[src/rtl/sample_window_pkg.sv]
// Shared types and constants for the sample window loader.
// Optional feature macro: SLIDING_WINDOW_EN (see sample_window_loader.sv).
package sample_window_pkg;

  localparam int DATA_W_DEFAULT = 16;
  localparam int N_TAPS         = 8;

  // Fill counter values (4 bits covers 0..8)
  localparam logic [3:0] FILL_FULL    = 4'd8;
  localparam logic [3:0] REFILL_BLOCK = 4'd0;
  localparam logic [3:0] REFILL_SLIDE = 4'd7;

  typedef enum logic {
    FILL    = 1'b0,
    PRESENT = 1'b1
  } state_t;

endpackage

[src/rtl/sample_window_loader_shift_reg.sv]
// sample_shift_reg: N_TAPS x DATA_W shift register. Tap 0 (lowest slice)
// is the oldest sample; new samples enter at the top slice.
module sample_shift_reg
  import sample_window_pkg::*;
#(
  parameter int DATA_W = DATA_W_DEFAULT
) (
  input  logic                     clk,
  input  logic                     rst,
  input  logic                     shift_en,
  input  logic [DATA_W-1:0]        d,
  output logic [N_TAPS*DATA_W-1:0] taps
);

  // Shift one position toward tap 0 when enabled; clear on reset
  always_ff @(posedge clk) begin
    if (rst) begin
      taps <= '0;
    end else if (shift_en) begin
      taps <= {d, taps[N_TAPS*DATA_W-1:DATA_W]};
    end else begin
      taps <= taps;
    end
  end

endmodule

[src/rtl/sample_window_loader.sv]
// sample_window_loader: assembles a serial sample stream into an 8-wide
// window x0 (oldest) .. x7 (newest) with valid/ready handshakes on both sides.
// Optional feature macro: SLIDING_WINDOW_EN. When defined, a consumed window
// keeps 7 taps so every new sample yields a new window; otherwise windows are
// disjoint blocks of 8 samples.
// Note for integrators: in PRESENT, s_ready follows win_ready combinationally.
module sample_window_loader
  import sample_window_pkg::*;
#(
  parameter int DATA_W = DATA_W_DEFAULT
) (
  input  logic              clk,
  input  logic              rst,
  input  logic [DATA_W-1:0] s_data,
  input  logic              s_valid,
  output logic              s_ready,
  input  logic              flush,
  output logic [DATA_W-1:0] x0,
  output logic [DATA_W-1:0] x1,
  output logic [DATA_W-1:0] x2,
  output logic [DATA_W-1:0] x3,
  output logic [DATA_W-1:0] x4,
  output logic [DATA_W-1:0] x5,
  output logic [DATA_W-1:0] x6,
  output logic [DATA_W-1:0] x7,
  output logic              win_valid,
  input  logic              win_ready,
  output logic [7:0]        win_seq
);

`ifdef SLIDING_WINDOW_EN
  localparam logic [3:0] REFILL = REFILL_SLIDE;
`else
  localparam logic [3:0] REFILL = REFILL_BLOCK;
`endif
  localparam logic [3:0] REFILL_PLUS1 = REFILL + 4'd1;

  state_t                     state_r;
  state_t                     state_nxt_s;
  logic [3:0]                 fill_cnt_r;
  logic [3:0]                 fill_cnt_nxt_s;
  logic [7:0]                 win_seq_r;
  logic                       accept_s;
  logic                       consume_s;
  logic                       shift_en_s;
  logic                       seq_inc_s;
  logic [N_TAPS*DATA_W-1:0]   taps_s;

  sample_shift_reg #(
    .DATA_W(DATA_W)
  ) u_shift (
    .clk      (clk),
    .rst      (rst),
    .shift_en (shift_en_s),
    .d        (s_data),
    .taps     (taps_s)
  );

  // Handshake qualification: ready is held low through reset
  always_comb begin
    s_ready = 1'b0;
    if (rst) begin
      s_ready = 1'b0;
    end else begin
      case (state_r)
        FILL:    s_ready = 1'b1;
        PRESENT: s_ready = win_ready;
        default: s_ready = 1'b0;
      endcase
    end
    accept_s  = s_valid & s_ready;
    consume_s = (state_r == PRESENT) & win_ready;
  end

  // Next-state, fill count and shift/sequence strobes; flush overrides all
  always_comb begin
    state_nxt_s    = state_r;
    fill_cnt_nxt_s = fill_cnt_r;
    shift_en_s     = 1'b0;
    seq_inc_s      = 1'b0;
    if (flush) begin
      state_nxt_s    = FILL;
      fill_cnt_nxt_s = 4'd0;
    end else begin
      case (state_r)
        FILL: begin
          if (accept_s) begin
            shift_en_s = 1'b1;
            if (fill_cnt_r == (FILL_FULL - 4'd1)) begin
              fill_cnt_nxt_s = FILL_FULL;
              state_nxt_s    = PRESENT;
            end else begin
              fill_cnt_nxt_s = fill_cnt_r + 4'd1;
            end
          end else begin
            fill_cnt_nxt_s = fill_cnt_r;
          end
        end
        PRESENT: begin
          if (consume_s) begin
            seq_inc_s = 1'b1;
            if (accept_s) begin
              shift_en_s     = 1'b1;
              fill_cnt_nxt_s = REFILL_PLUS1;
              state_nxt_s    = (REFILL_PLUS1 == FILL_FULL) ? PRESENT : FILL;
            end else begin
              fill_cnt_nxt_s = REFILL;
              state_nxt_s    = FILL;
            end
          end else begin
            state_nxt_s = PRESENT;
          end
        end
        default: begin
          state_nxt_s    = FILL;
          fill_cnt_nxt_s = 4'd0;
        end
      endcase
    end
  end

  // State, fill counter and window sequence registers
  always_ff @(posedge clk) begin
    if (rst) begin
      state_r    <= FILL;
      fill_cnt_r <= 4'd0;
      win_seq_r  <= 8'd0;
    end else begin
      state_r    <= state_nxt_s;
      fill_cnt_r <= fill_cnt_nxt_s;
      if (seq_inc_s) begin
        win_seq_r <= win_seq_r + 8'd1;
      end else begin
        win_seq_r <= win_seq_r;
      end
    end
  end

  assign win_valid = (state_r == PRESENT);
  assign win_seq   = win_seq_r;

  assign x0 = taps_s[0*DATA_W +: DATA_W];
  assign x1 = taps_s[1*DATA_W +: DATA_W];
  assign x2 = taps_s[2*DATA_W +: DATA_W];
  assign x3 = taps_s[3*DATA_W +: DATA_W];
  assign x4 = taps_s[4*DATA_W +: DATA_W];
  assign x5 = taps_s[5*DATA_W +: DATA_W];
  assign x6 = taps_s[6*DATA_W +: DATA_W];
  assign x7 = taps_s[7*DATA_W +: DATA_W];

endmodule
[config.mk]
export PLATFORM = sky130hd
export DESIGN_NAME = sample_window_loader
export DESIGN_NICKNAME = d
export VERILOG_FILES = /design/src/rtl/sample_window_pkg.sv /design/src/rtl/sample_window_loader_shift_reg.sv /design/src/rtl/sample_window_loader.sv
export SDC_FILE = /design/constraint.sdc
export NUM_CORES = 1
export LEC_CHECK = 0
export CAP_MARGIN = 10
export CORE_AREA = 2 2 92 129
export CTS_CLUSTER_SIZE = 25
export DETAILED_ROUTE_END_ITERATION = 12
export DIE_AREA = 0 0 94 131
export HOLD_SLACK_MARGIN = 0.02
export PLACE_DENSITY = 0.78
export SYNTH_ARGS = -nofsm -noshare
export SYNTH_HDL_FRONTEND = slang
export SYNTH_SLANG_ARGS = --single-unit
export TNS_END_PERCENT = 20
[constraint.sdc]
create_clock -name clk -period 1.95 [get_ports clk]
set_clock_uncertainty 0.2 [all_clocks]
set_input_delay 0.195 -clock clk [delete_from_list [all_inputs] [get_ports clk]]
set_output_delay 0.195 -clock clk [all_outputs]
set_load 0.01 [all_outputs]
==> impl_metrics.ini <==
[drt]
ant_nets = 0
avgRoutedWirePerCell_um = 13.79
vias = 4721
vias_per_cell = 5.044
dr.pass1.iters = 5
drt-total-wl_um = 12910
drcViolationCount = 0
dr.first_iter.drc_count = 221

[finish]
diodes = 0
regArea_um2 = 2826
drive_above_1_share = 0.06818
final_area_um2 = 7430
area_growth_pct = 48.04
nFillCells = 947
final_cells = 936
final_nets = 802
multi_input_area_um2 = 1993

[global_route]
grt_max_degree = 129
grt_pass1_wl_um = 20730
antenna_found_initial = 0
grt_use_total = 0.2130
grt_pass1_vias = 4351
grt_overflow = 0

[synth]
synth_fp_nets = 652
synth_warnings = 0
synthTopCellsByCount = nand2_1 (262), dfxtp_1 (141), a21oi_1 (133), clkbuf_1 (23), buf_4 (13)
synthMostInstantiatedCell = nand2_1
ys_seq_area_frac = 0.5625
synthArstFlopShare = 0
synth_top_cell_area_share = 0.5625
synth_edf_count = 0
synthTopCellsByArea = dfxtp_1 (56%), nand2_1 (20%), a21oi_1 (13%), buf_4 (1.9%), clkbuf_1 (1.7%)
synth-main-ff-cell = dfxtp_1
synth_seq_cells = 141
netlist_area_um2 = 5019
syn_inst = 629
synth_area_leader_cell = dfxtp_1
ys_types = 31
synth_area_per_cell_um2 = 7.979

[clocking]
cts_buffers = 17
cts_tree = done
clk_latency_ps = 410
root_buffer = clkbuf_16
clkSinkCount = 141
h-tree-depth = 4
clk_pin_slew_worst_paths_ps = 60
cts_buffer_depth = 2

[floorplanning]
fp.dieW_um = 94
die_h_um = 131
pin_count = 159
core_um2 = 11220
start_util = 0.4472
rows = 46
die-area_um2 = 12310

[power]
powerDensity_nw_per_um2 = 865.6
p_switching_mw = 1.321
combPwrFrac = 0.032
pwr-share-seq = 0.451
p_int_mw = 5.109
switching_share = 0.2055
ir_worst_vdd_mv = 0.6019
leakagePower_nw = 2.460
p_clk_frac = 0.518

[place]
place_congestion = 0.8623
port_buffers = 158
placed_cell_area_um2 = 6770
dp_hpwl_um = 8851
placed_cells_incl_taps = 901

[timing]
finalCriticalPeriod_ps = 1864
setup_viol = 0
fin_crit_sh = 0.9559
finalHoldViolCount = 0
slew_headroom = 0.6265
tightest_slew_ps = 560.3
drv_slew = 0
rsz0062_at_grt = no
max_freq_mhz = 536.5

[critical_path]
start_kind = primary input
crit_type = primary input to flop
end_kind = flop
arrival_ps = 2000
crit_required_ps = 2080
crit_fanout = 26
regToRegEndpoint = u_shift.taps[26]
ff2ff_setup_slack_ps = 310
reg2reg_depth = 6
timing.rr.start = win_valid

[outcome]
outcome = complete, no violations

[worst_hold_path]
hp-start = s_data[0]
holdPathStages = 3
hold_path.class = primary input to flop
min_to = u_shift.taps[112]

[job]
drv_cap = 0
==> worst max-delay path by stage <==
stage	end	slack, ps	cells past startpoint	startpoint
floorplan	u_shift.taps[85]	370	7	win_valid
global placement	u_shift.taps[26]	-9	7	win_ready
detailed placement	u_shift.taps[26]	-50	7	win_ready
CTS	u_shift.taps[26]	60	8	rst
global route	u_shift.taps[26]	10	8	rst
finish	u_shift.taps[26]	90	8	rst
==> kinds of logic (layout without fill, tap and decap cells) <==
| family | after synthesis | count (layout) | share of synthesized area |
|---|---|---|---|
| buffers and inverters | 44 | 207 | 0.04612 |
| AOI/OAI and AO/OA | 144 | 144 | 0.1473 |
| and+or+nand+nor | 293 | 293 | 0.2304 |
| DFF | 141 | 141 | 0.5625 |
| adders and majority gates | 2 | 2 | 0.004985 |
| xor gates and xnor gates | 5 | 5 | 0.008728 |
==> sequential cells by signal, indices dropped and copies added, names as in the netlist <==
name	flops
win_seq	8
win_valid	1
fill_cnt_r	4
u_shift.taps	128
==> stage by stage <==
stage	hold slack [ps]	util	worst slack, ps	total power [mW]	setup TNS, ps
floorplan	95.86	-	368.9	3.063	0
global placement	242.7	0.6032	-8.767	3.155	-8.767
detailed placement	249.4	0.6032	-49.68	3.159	-139.1
CTS	112.5	0.6604	62.08	6.487	0
global route	133.6	0.6620	13.46	6.642	0
finish	131.0	0.6620	85.94	6.431	0
==> area by class of cell <==
type                            count  share of cell area
Timing Repair Buffer              175              0.2433
Tap cell                          144             0.02425
Clock buffer                       17             0.05726
Sequential cell                   141              0.3804
Clock inverter                     15             0.02644
Multi-Input combinational cell    444              0.2683
==> power groups by stage <==
stage,Sequential (mW),Clock [mW],Combinational (mW)
2_1_floorplan,2.96,0,0.0998
3_3_place_gp,2.96,0,0.194
3_5_place_dp,2.96,0,0.198
4_1_cts,2.90,3.39,0.201
5_1_grt,2.90,3.53,0.220
6_report,2.90,3.33,0.203
==> routing by layer <==
layer / share of wire / wire [um] / track usage / vias up
li1: - / - / - / 2356
met1: 0.42 / 5436 / 0.2528 / 2173
met4: 0.021 / 270 / 0.09633 / 0
met2: 0.48 / 6186 / 0.3420 / 168
met5: 0 / 0 / 0 / -
met3: 0.078 / 1012 / 0.08200 / 24
==> layout by cell type, fill, tap and decap left out, types with 3 or more instances in the layout <==
| master | netlist | final |
|---|---|---|
| nand4_1 | 3 | 3 |
| clkinv_2 | 0 | 4 |
| o21ai_0 | 4 | 4 |
| dfxtp_1 | 141 | 140 |
| bufinv_16 | 0 | 4 |
| a21oi_1 | 133 | 133 |
| nor2_1 | 11 | 11 |
| nand2_1 | 262 | 262 |
| xnor2_1 | 3 | 3 |
| clkdlybuf4s50_1 | 0 | 156 |
| buf_12 | 0 | 8 |
| clkinvlp_4 | 0 | 4 |
| buf_4 | 13 | 9 |
| clkbuf_16 | 0 | 17 |
==> worst max-delay path, stage by stage <==
cell and delay [ps]:
dlygate4sd3_1 540, buf_4 200, nand2b_2 230, nor3_4 220, buf_12 190, buf_12 170
nand2_1 110, a21oi_1 130
==> repair_timing <==
item | CTS | global route
hold buffers | 1 | 0
resized for setup | 5 | 1
endpoints found under the setup margin | 1 | 5
hold endpoints to repair | 8 | 0
buffers inserted | 0 | 2
Note: power is estimated with default switching activity, not from simulation.
